==> src/rtl/sersub_pkg.sv <==
// ============================================================================
// Module      : sersub_pkg
// Description : Shared types and constants for the bit-serial subtractor.
//               Holds the FSM state encoding and the default operand width.
// Revision    : 1.0 - initial release
// ============================================================================
`default_nettype none

package sersub_pkg;

  // Default operand/result width for serial_subtractor.
  localparam int SERSUB_DEFAULT_WIDTH = 4;

  // Controller states, fixed 2-bit encoding.
  typedef enum logic [1:0] {
    IDLE = 2'd0,
    RUN  = 2'd1,
    DONE = 2'd2
  } sersub_state_t;

endpackage : sersub_pkg

`default_nettype wire

==> src/rtl/full_subtractor.sv <==
// ============================================================================
// Module      : full_subtractor
// Description : Purely combinational 1-bit full-subtractor cell computing
//               x - y - bi.
// Ports       : x  - minuend bit
//               y  - subtrahend bit
//               bi - borrow in
//               d  - difference bit
//               bo - borrow out
// Revision    : 1.0 - initial release
// ============================================================================
`default_nettype none

module full_subtractor
  import sersub_pkg::*;
(
  input  logic x,
  input  logic y,
  input  logic bi,
  output logic d,
  output logic bo
);

  assign d  = x ^ y ^ bi;
  // Borrow when y exceeds x outright, or when they are equal and a borrow
  // is already pending from the less significant bit.
  assign bo = (~x & y) | (~(x ^ y) & bi);

endmodule : full_subtractor

`default_nettype wire

==> src/rtl/serial_subtractor.sv <==
// ============================================================================
// Module      : serial_subtractor
// Description : Bit-serial A - B - Bin engine. One bit per clock, LSB first,
//               through a single full_subtractor cell and a registered
//               borrow. start/busy/done handshake; result held until the
//               next operation completes.
// Ports       : clk   - rising-edge clock
//               rst_n - asynchronous active-low reset
//               start - request, sampled only in IDLE
//               a, b  - minuend / subtrahend, captured on acceptance
//               bin   - borrow in, captured on acceptance
//               diff  - a - b - bin modulo 2^WIDTH
//               bout  - borrow out of the MSB (unsigned underflow)
//               busy  - high while the bit loop runs
//               done  - one-cycle pulse, diff/bout valid from this cycle on
//               ovf   - signed overflow flag (only with SERSUB_OVF_EN)
// Options     : SERSUB_OVF_EN - adds the ovf output and its logic.
// Revision    : 1.0 - initial release
// ============================================================================
`default_nettype none

module serial_subtractor
  import sersub_pkg::*;
#(
  parameter int WIDTH = SERSUB_DEFAULT_WIDTH
) (
  input  logic             clk,
  input  logic             rst_n,
  input  logic             start,
  input  logic [WIDTH-1:0] a,
  input  logic [WIDTH-1:0] b,
  input  logic             bin,
  output logic [WIDTH-1:0] diff,
  output logic             bout,
  output logic             busy,
  output logic             done
`ifdef SERSUB_OVF_EN
  ,
  output logic             ovf
`endif
);

  localparam int CNT_W = (WIDTH > 1) ? $clog2(WIDTH) : 1;
  localparam logic [CNT_W-1:0] LAST_BIT = CNT_W'(WIDTH - 1);

  sersub_state_t    state;
  logic [WIDTH-1:0] a_sh;
  logic [WIDTH-1:0] b_sh;
  logic [WIDTH-1:0] res;
  logic             br;
  logic [CNT_W-1:0] cnt;

  logic bit_d;
  logic bit_bo;

  full_subtractor u_cell (
    .x  (a_sh[0]),
    .y  (b_sh[0]),
    .bi (br),
    .d  (bit_d),
    .bo (bit_bo)
  );

`ifdef SERSUB_OVF_EN
  // Operand sign bits are shifted out during the loop, so keep copies.
  logic a_msb;
  logic b_msb;
`endif

  // The visible outputs (done/diff/bout) are registered from the DONE state,
  // so they all change together on the edge that leaves DONE.
  always_ff @(posedge clk or negedge rst_n) begin
    if (!rst_n) begin
      state <= IDLE;
      a_sh  <= '0;
      b_sh  <= '0;
      res   <= '0;
      br    <= 1'b0;
      cnt   <= '0;
      diff  <= '0;
      bout  <= 1'b0;
      busy  <= 1'b0;
      done  <= 1'b0;
`ifdef SERSUB_OVF_EN
      a_msb <= 1'b0;
      b_msb <= 1'b0;
      ovf   <= 1'b0;
`endif
    end else begin
      done <= 1'b0;
      case (state)
        IDLE: begin
          busy <= 1'b0;
          if (start) begin
            a_sh  <= a;
            b_sh  <= b;
            br    <= bin;
            cnt   <= '0;
            busy  <= 1'b1;
            state <= RUN;
`ifdef SERSUB_OVF_EN
            a_msb <= a[WIDTH-1];
            b_msb <= b[WIDTH-1];
`endif
          end
        end

        RUN: begin
          // Result fills from the MSB end so bit 0 lands at res[0] after
          // WIDTH shifts.
          res  <= {bit_d, res[WIDTH-1:1]};
          a_sh <= {1'b0, a_sh[WIDTH-1:1]};
          b_sh <= {1'b0, b_sh[WIDTH-1:1]};
          br   <= bit_bo;
          if (cnt == LAST_BIT) begin
            busy  <= 1'b0;
            state <= DONE;
          end else begin
            cnt <= cnt + 1'b1;
          end
        end

        DONE: begin
          done  <= 1'b1;
          diff  <= res;
          bout  <= br;
          busy  <= 1'b0;
          state <= IDLE;
`ifdef SERSUB_OVF_EN
          ovf <= (a_msb ^ b_msb) & (res[WIDTH-1] ^ a_msb);
`endif
        end

        default: begin
          busy  <= 1'b0;
          state <= IDLE;
        end
      endcase
    end
  end

endmodule : serial_subtractor

`default_nettype wire

==> config.mk <==
export PLATFORM = sky130hd
export DESIGN_NAME = serial_subtractor
export DESIGN_NICKNAME = d
export VERILOG_FILES = /design/src/rtl/sersub_pkg.sv /design/src/rtl/full_subtractor.sv /design/src/rtl/serial_subtractor.sv
export SDC_FILE = /design/constraint.sdc
export NUM_CORES = 1
export LEC_CHECK = 0
export CORE_UTILIZATION = 50
export DETAILED_ROUTE_END_ITERATION = 10
export PLACE_DENSITY = 0.82
export SLEW_MARGIN = 10
export SYNTH_ARGS = -nofsm -noshare
export SYNTH_HDL_FRONTEND = slang
export SYNTH_SLANG_ARGS = --single-unit
==> constraint.sdc <==
create_clock -name clk -period 2.14 [get_ports clk]
set_input_delay 0.321 -clock clk [delete_from_list [all_inputs] [get_ports clk]]
set_output_delay 0.321 -clock clk [all_outputs]
set_load 0.02 [all_outputs]
=== Word level (Yosys, flattened, before mapping) ===
Index checks and enable logic that the tools add are counted.
Widths: inputs -> output; s select.

* Reduce and logical (&&, ||, !) cells: 5
* Add/subtract/negate cells: 1
* $lt $le $gt $ge: 0
* Divide/modulo/power cells: 0
* Equality and inequality tests: 6
* Bitwise gates (word level): 7
* Shift operators: 0
* $mul: 0
* Multiplexer cells: 16

{| class="wikitable"
|+ Operator list
! kind !! number
|-
| $pmux 4 s2 || 2
|-
| $mux 2 || 4
|-
| $mux 4 || 2
|-
| $pmux 2 s2 || 2
|-
| $ne 2x2->1 const B || 3
|-
| $eq 2x2->1 const B || 2
|-
| $mux 1 || 4
|-
| $pmux 1 s2 || 2
|-
| $reduce_and 2->1 || 2
|-
| $reduce_and 3->1 || 1
|-
| $add 2x1->2 const B || 1
|-
| $and 1x1->1 || 2
|-
| $eq 2x1->1 const B || 1
|-
| $logic_not 2->1 || 1
|-
| $not 1->1 || 2
|-
| $reduce_bool 2->1 || 1
|-
| $xor 1x1->1 || 2
|-
| $or 1x1->1 || 1
|}

* Latch bits: 0
* Output and inout port bits: 7
* Bits in writable memories: 0
* Memories: 0
* Input port bits: 12
* ROM bits: 0
* Register bits: 24
* Word-level logic and storage cells: 45

=== Longest topological paths before layout ===
Gate-level depths: netlist of the first run.

* Depth after elaboration: 5
* Mapped depth: 5
* Gate-level depth less buffers: 4

=== Cells and area by module ===
From an unflattened synthesis of the first run, not the netlist that was laid out.

* Cell total of the unflattened synthesis: 83
* Area, all modules: 1097.3 µm²

{| class="wikitable"
|+ Modules (own cells, without submodules)
! module !! times used !! area an instance (µm²) !! cells an instance !! sequential area each (µm²)
|-
| serial_subtractor || 1 || 1066.0 || 79 || 600.6
|-
| full_subtractor || 1 || 31.3 || 4 || 0.0
|}

=== Worst setup path after synthesis of the first run ===
No wires, ideal clock.

* Kind: register to register
* Start: reg br
* End: reg res[3]
* Required time: 2015 ps
* Period minus slack after synthesis: 1259 ps
* Data arrival time: 1134 ps
* Path buffers: 0
* Stages on the path, launching flop included: 4
* Setup time: 125 ps
* Path slack: 881 ps
* Cell sequence: dfrtp_1 -> inv_1 -> fa_1 -> mux2_4

* Cells in the longest elaborated chain, start to end: 1

{| class="wikitable"
|+ RTL lines
! element !! RTL line !! RTL
|-
| from (decl) || serial_subtractor.sv:50 || <nowiki>logic br;</nowiki>
|-
| from (signal assigned) || serial_subtractor.sv:97 || <nowiki>br <= bin;</nowiki>
|-
| from (signal assigned) || serial_subtractor.sv:114 || <nowiki>br <= bit_bo;</nowiki>
|-
| $xor 1x1->1 || full_subtractor.sv:24 || <nowiki>assign d = x ^ y ^ bi;</nowiki>
|-
| via bit_d || serial_subtractor.sv:53 || <nowiki>logic bit_d;</nowiki>
|-
| to (signal assigned) || serial_subtractor.sv:111 || <nowiki>res <= {bit_d, res[WIDTH-1:1]};</nowiki>
|-
| to (decl) || serial_subtractor.sv:49 || <nowiki>logic [WIDTH-1:0] res;</nowiki>
|}

The timed path passes the listed nets, and every way through them passes these cells.
A chain may end at the register's enable or synchronous reset.

=== Worst setup path in the final report of the first run ===
* Start: reg diff[0]
* End: out diff[0]

{| class="wikitable"
|+ RTL lines
! element !! RTL line !! RTL
|-
| from (decl) || serial_subtractor.sv:33 || <nowiki>output logic [WIDTH-1:0] diff,</nowiki>
|-
| from (signal assigned) || serial_subtractor.sv:125 || <nowiki>diff <= res;</nowiki>
|}

No word-level cell between the ends.

==> flow_metrics.env, run 1 <==
export IMPL_run_status="completed"
export IMPL_grtUsageMet3_pct=3.74
export IMPL_multi_input_comb_area_um2=440
export IMPL_synth_warning_count=0
export IMPL_grt_pass1_vias=777
export IMPL_post_drt_wl_per_cell_um=14.9
export IMPL_clock_path_buffers=2
export IMPL_final_worst_path_cycle_share_pct=75.6
export IMPL_path_buf_inv=1
export IMPL_use_met1_pct=25.1
export IMPL_drt_iter0_markers=20
export IMPL_cts_hold_buf=0
export IMPL_pwr_share_seq_pct=41.8
export IMPL_cts_resized=0
export IMPL_synth_fp_nets=108
export IMPL_number_of_cts_inserted_buffers=3
export IMPL_synthDominantCellAreaShare_pct=54.1
export IMPL_power_switching_fraction_pct=35.0
export IMPL_cts_root_buf="clkbuf_4"
export IMPL_setup_violations=0
export IMPL_cts_setup_buffers=0
export IMPL_worstPathRequired_ns=1.82
export IMPL_filler_cell_count=169
export IMPL_grt_first_pass_wirelength_mm=3.59
export IMPL_grt_util_all_layers_pct=19.8
export IMPL_die_width_um=49.1
export IMPL_powerDensity_nw_per_um2=1510
export IMPL_synth_distinct_cells=25
export IMPL_crit_slowest_cell="clkdlybuf4s50_1"
export IMPL_cellInternalPower_mw=1.31
export IMPL_place_gp_congestion=0.803
export IMPL_syn_cell_area_um2=1110
export IMPL_drv_max_cap_violation_count=0
export IMPL_cp_arrival_ns=1.30
export IMPL_final_min_clock_period_ns=1.62
export IMPL_netSwitchingPower_mw=0.707
export IMPL_setup_worst_path_start_class="flop"
export IMPL_dominant_cell_type_by_area_after_synthesis="dfrtp_1"
export IMPL_detail_route_drc_violations=0
export IMPL_syn_instance_count=94
export IMPL_post_route_antenna_net_violation_count=0
export IMPL_firstDrtPassIters=4
export IMPL_fp_coreArea_um2=2020
export IMPL_detailroute_via_count=799
export IMPL_share_clk_of_total_power_pct=16.1
export IMPL_die_extent_in_y_um=49.1
export IMPL_tightest_slew_ns=0.409
export IMPL_die_footprint_um2=2410
export IMPL_num_nets_final=126
export IMPL_drv_slew=0
export IMPL_timing_critical_path_max_delay_family="buffers and inverters"
export IMPL_layout_area_overhead_vs_synth_pct=20.4
export IMPL_vias_per_cell=5.79
export IMPL_report_final_hold_viol_count=0
export IMPL_endpoint_kind="output pin"
export IMPL_pwr_share_comb_pct=42.2
export IMPL_drive_above_1_share_pct=15.3
export IMPL_initial_core_util_pct=55.0
export IMPL_ioPinCount=19
export IMPL_rows=16
export IMPL_aggregate_negative_setup_slack_ns=0
export IMPL_crit_path_cell_trace="clkdlybuf4s50_1"
export IMPL_globalRoute_busiestLayer="met2"
export IMPL_r2r_setup_slack_ns=0.73
export IMPL_dp_cells=134
export IMPL_synth_seq_cells=24
export IMPL_finalClockSkew_ns=0.00492
export IMPL_clk_latency_ns=0.31
export IMPL_rsz0062_at_grt="no"
export IMPL_ir_worst_vdd_mv=0.754
export IMPL_hpwlAfterDp_mm=1.42
export IMPL_path_class="flop to output pin"
export IMPL_grt_ovfl_total=0
export IMPL_tritoncts_num_sinks=24
export IMPL_path_clk_slew_ns=0.13
export IMPL_final_instance_count_without_filler_cells=138
export IMPL_number_of_h_tree_levels=1
export IMPL_synth_sequential_area_ratio_pct=54.1
export IMPL_port_buffers=18
export IMPL_grt_max_degree=25
export IMPL_slowest_delay_ns=0.61
export IMPL_grt_use_met2_pct=34.2
export IMPL_tritoncts="built"
export IMPL_post_synth_main_area_contributors="dfrtp_1, mux2_4, o22ai_1"
export IMPL_antenna_cells=0
export IMPL_antenna_found_initial=0
export IMPL_timing_fmax_mhz=618
export IMPL_final_seq_area_um2=601
export IMPL_leakagePower_nw=0.597
export IMPL_hp_class="input port to async pin"
export IMPL_synth_avg_cell_area_um2=11.8
export IMPL_max_slew_margin_rel_pct=72.7
export IMPL_drt_wl_total_mm=2.06
export IMPL_timing_critical_path_fanout_max=2
kinds of logic (layout without fill, tap and decap cells):
group                    Yosys count  in the layout  share of synthesized area [%]
AND/OR/NAND/NOR                   17             17                           8.45
multiplexers                       8              8                           10.8
AO/OA/AOI/OAI                     31             31                           17.5
buffers and inverters             12             29                           6.31
flip-flops                        24             24                           54.1
adder cells (fa/ha/maj)            2              2                           2.93
placed cells by master, fill, tap and decap left out:
cell	netlist	routed
dfrtp_1	24	24
clkdlybuf4s50_1	0	18
o22ai_1	10	10
a21oi_1	9	9
mux2_4	8	8
o21ai_0	8	8
inv_1	5	5
nor2_1	4	4
nand2b_1	3	3
nand2_1	3	3
clkbuf_4	0	3
nor3_1	2	2
clkinv_1	1	1
nand2b_2	1	1
a22oi_1	1	1
and3_2	1	1
o31ai_1	1	1
nand3b_1	1	1
or2_1	1	1
o32ai_2	1	1
a221oi_2	1	1
nor4b_1	1	1
fa_1	1	1
ha_1	1	1
bufinv_16	0	1
buf_4	2	1
through the flow:
stage                     setup slack [ns]  utilization [%]  cell area [µm²]  power [mW]  hold WS (ns)
after floorplan                      0.881                -             1110        1.48        0.0254
after global placement               0.495             63.6             1280        1.66         0.465
after detailed placement             0.435             63.6             1280        1.71         0.493
after CTS                            0.502             66.2             1340        2.04         0.348
after global routing                 0.449             66.2             1340        2.17         0.359
final                                0.523             66.2             1340        2.02         0.341
power by group through the flow:
stage,clock [mW],sequential (mW),combinational (mW)
2_1_floorplan,0,0.855,0.630
3_3_place_gp,0,0.839,0.822
3_5_place_dp,0,0.854,0.855
4_1_cts,0.330,0.846,0.863
5_1_grt,0.353,0.875,0.944
6_report,0.325,0.845,0.853
path summary, 6_finish.rpt:
check / depth (start not counted) / to / startpoint
hold / removal: 2 / diff[0]$_DFFE_PN0P_ / rst_n
max in group asynchronous: 2 / a_sh[0]$_DFFE_PN0P_ / rst_n
setup reg to reg: 2 / res[3]$_DFFE_PN0N_ / state[1]$_DFFE_PN0P_
min in group clk: 2 / bout$_DFFE_PN0P_ / bout$_DFFE_PN0P_
setup / recovery: 1 / diff[0] / diff[0]$_DFFE_PN0P_
hold reg to reg: 2 / bout$_DFFE_PN0P_ / bout$_DFFE_PN0P_
registers in the layout, summed over array words and instances (netlist names):
| signal | count |
|---|---|
| bout | 1 |
| b_sh | 4 |
| busy | 1 |
| cnt | 2 |
| diff | 4 |
| br | 1 |
| state | 2 |
| done | 1 |
| a_sh | 4 |
| res | 4 |
synthesized netlist by cell type:
master	instances
mux2_4	8
o21ai_0	8
a21oi_1	9
dfrtp_1	24
nand2b_2	1
ha_1	1
nor2_1	4
buf_6	2
o22ai_1	10
inv_1	5
clkinv_1	1
nor3_1	2
o32ai_2	1
a221oi_2	1
or2_1	1
nand3b_1	1
fa_1	1
nand2b_1	3
a22oi_1	1
and3_2	1
buf_2	2
nor4b_1	1
buf_4	2
nand2_1	3
o31ai_1	1
routing by layer:
layer  vias up  wire length, µm
met1       401              892
li1        367                -
met5         -                0
met3         4               66
met2        27             1080
met4         0               19
layout make-up:
cell class,count,share of cell area [%]
Sequential cell,24,44.9
Multi-Input combinational cell,58,32.9
Timing Repair Buffer,19,14.0
Tap cell,27,2.53
Clock inverter,1,2.25
Clock buffer,3,1.68
Inverter,6,1.68
No activity file was read; power rests on OpenSTA's default activity.
==> run 2: changes to the inputs <==
--- a/config.mk
+++ b/config.mk
@@ -5,9 +5,9 @@
 export SDC_FILE = /design/constraint.sdc
 export NUM_CORES = 1
 export LEC_CHECK = 0
-export CORE_UTILIZATION = 50
+export CORE_UTILIZATION = 46
 export DETAILED_ROUTE_END_ITERATION = 10
-export PLACE_DENSITY = 0.82
+export PLACE_DENSITY = 0.8
 export SLEW_MARGIN = 10
 export SYNTH_ARGS = -nofsm -noshare
 export SYNTH_HDL_FRONTEND = slang
==> constraint.sdc (replaced) <==
create_clock -name clk -period 1.4 [get_ports clk]
set_input_delay 0.21 -clock clk [delete_from_list [all_inputs] [get_ports clk]]
set_output_delay 0.21 -clock clk [all_outputs]
set_load 0.02 [all_outputs]
==> flow_metrics.env, run 2 (synthesis gave the netlist of run 1 again) <==
export IMPL_run_status="completed"
export IMPL_detail_route_drc_violations=0
export IMPL_final_common_cell="dfrtp_1"
export IMPL_finalClockSkew_ns=0.00305
export IMPL_detailroute_via_count=795
export IMPL_antenna_found_initial=0
export IMPL_setup_worst_path_start_class="flop"
export IMPL_post_route_antenna_net_violation_count=0
export IMPL_drv_slew=0
export IMPL_cts_hold_buf=0
export IMPL_worstPathRequired_ns=1.61
export IMPL_fin_hold_ws_ns=0.235
export IMPL_die_extent_in_y_um=51.1
export IMPL_dp_cells=140
export IMPL_fin_total_pwr_mw=2.92
export IMPL_grt_pass1_vias=776
export IMPL_r2r_setup_slack_ns=0.08
export IMPL_initial_core_util_pct=49.3
export IMPL_final_min_clock_period_ns=1.32
export IMPL_firstDrtPassIters=4
export IMPL_number_of_h_tree_levels=1
export IMPL_place_gp_congestion=0.797
export IMPL_drive_above_1_share_pct=19.0
export IMPL_number_of_cts_inserted_buffers=3
export IMPL_final_instance_count_without_filler_cells=144
export IMPL_leakagePower_nw=0.635
export IMPL_fp_coreArea_um2=2250
export IMPL_stdcell_area_um2=1350
export IMPL_rows=17
export IMPL_cts_root_buf="clkbuf_4"
export IMPL_grt_max_degree=25
export IMPL_clk_latency_ns=0.31
export IMPL_layout_area_overhead_vs_synth_pct=21.6
export IMPL_post_drt_wl_per_cell_um=14.3
export IMPL_grt_first_pass_wirelength_mm=3.45
export IMPL_endpoint_kind="flop"
export IMPL_postLayoutCoreUtil_pct=59.9
export IMPL_report_final_hold_viol_count=0
export IMPL_grt_use_met2_pct=30.9
export IMPL_commonest_cells_after_routing_fill_and_taps_aside="dfrtp_1, clkdlybuf4s50_1, o22ai_1"
export IMPL_die_footprint_um2=2620
export IMPL_tritoncts="built"
export IMPL_use_met1_pct=22.8
export IMPL_hp_class="input port to async pin"
export IMPL_ioPinCount=19
export IMPL_drt_wl_total_mm=2.06
export IMPL_tightest_slew_ns=0.372
export IMPL_cp_arrival_ns=1.54
export IMPL_worstRegToRegCells=3
export IMPL_grt_ovfl_total=0
export IMPL_grt_util_all_layers_pct=17.9
export IMPL_drt_iter0_markers=34
export IMPL_die_width_um=51.1
export IMPL_hpwlAfterDp_mm=1.48
export IMPL_path_class="flop to flop"
export IMPL_postPlaceCellArea_um2=1320
export IMPL_timing_fmax_mhz=755
export IMPL_setup_violations=0
export IMPL_port_buffers=18
export IMPL_rsz0062_at_grt="no"
export IMPL_powerDensity_nw_per_um2=2160
export IMPL_timing_rr_start="br$_DFFE_PN0P_"
export IMPL_vias_per_cell=5.52
export IMPL_max_slew_margin_rel_pct=75.2
export IMPL_final_worst_path_cycle_share_pct=94.6
export IMPL_timing_critical_path_fanout_max=3
export IMPL_drv_max_cap_violation_count=0
export IMPL_grtUsageMet3_pct=2.68
export IMPL_timing_rr_end="res[3]$_DFFE_PN0N_"
export IMPL_path_clk_slew_ns=0.12
export IMPL_num_nets_final=131
export IMPL_clock_path_buffers=2
export IMPL_antenna_cells=0
export IMPL_globalRoute_busiestLayer="met2"
export IMPL_ir_worst_vdd_mv=1.14
export IMPL_tritoncts_num_sinks=24
==> run 2: cell types whose count changed in the layout (fill, tap and decap cells not counted) <==
cell	change
buf_4	+5
clkdlybuf4s50_1	-7
dlygate4sd2_1	+7
bufinv_16	-1
clkbuf_8	+1
==> run 2: per-stage QoR <==
stage / setup TNS [ns] / setup slack (ns)
final: 0 / 0.0754
after global routing: 0 / 0.0331
after CTS: 0 / 0.0647
after detailed placement: -0.00244 / -0.00244
after global placement: 0 / 0.0506
after floorplan: 0 / 0.141
==> run 2: report_power, final <==
| part | switching, mW | leakage, nW | internal [mW] |
|---|---|---|---|
| clock | 0.198 | 0.0210 | 0.159 |
| combinational | 0.639 | 0.321 | 0.680 |
| sequential | 0.231 | 0.292 | 1.01 |
==> run 2: what timing repair did <==
item | in CTS | in global routing
buffers inserted | 0 | 0
hold endpoints to repair | 0 | 0
setup endpoints to repair | 7 | 0
resized for setup | 7 | 0
==> run 2: area by class of cell <==
type / instances / area, µm²
Tap cell: 28 / 35.0
Fill cell: 220 / 903
Inverter: 6 / 22.5
Clock buffer: 4 / 36.3
Multi-Input combinational cell: 58 / 440
Timing Repair Buffer: 24 / 216
Sequential cell: 24 / 601
==> run 2: metal layers <==
| layer | share of wire [%] | wire, µm |
|---|---|---|
| met5 | 0 | 0 |
| met4 | 1.3 | 26 |
| met3 | 4.7 | 97 |
| met2 | 48 | 983 |
| met1 | 46 | 955 |
==> run 2: critical path, cell delays in order (launching register included) <==
cell and delay (ns):
dfrtp_1 0.42, inv_1 0.12, fa_1 0.42, mux2_4 0.27
==> run 2: how the worst max path moves through the flow <==
stage,from,to,cells after the start
after floorplan,br$_DFFE_PN0P_,res[3]$_DFFE_PN0N_,3
after global placement,start,br$_DFFE_PN0P_,4
after detailed placement,start,br$_DFFE_PN0P_,4
after CTS,br$_DFFE_PN0P_,res[3]$_DFFE_PN0N_,3
after global routing,b_sh[0]$_DFFE_PN0P_,res[3]$_DFFE_PN0N_,3
final,br$_DFFE_PN0P_,res[3]$_DFFE_PN0N_,3
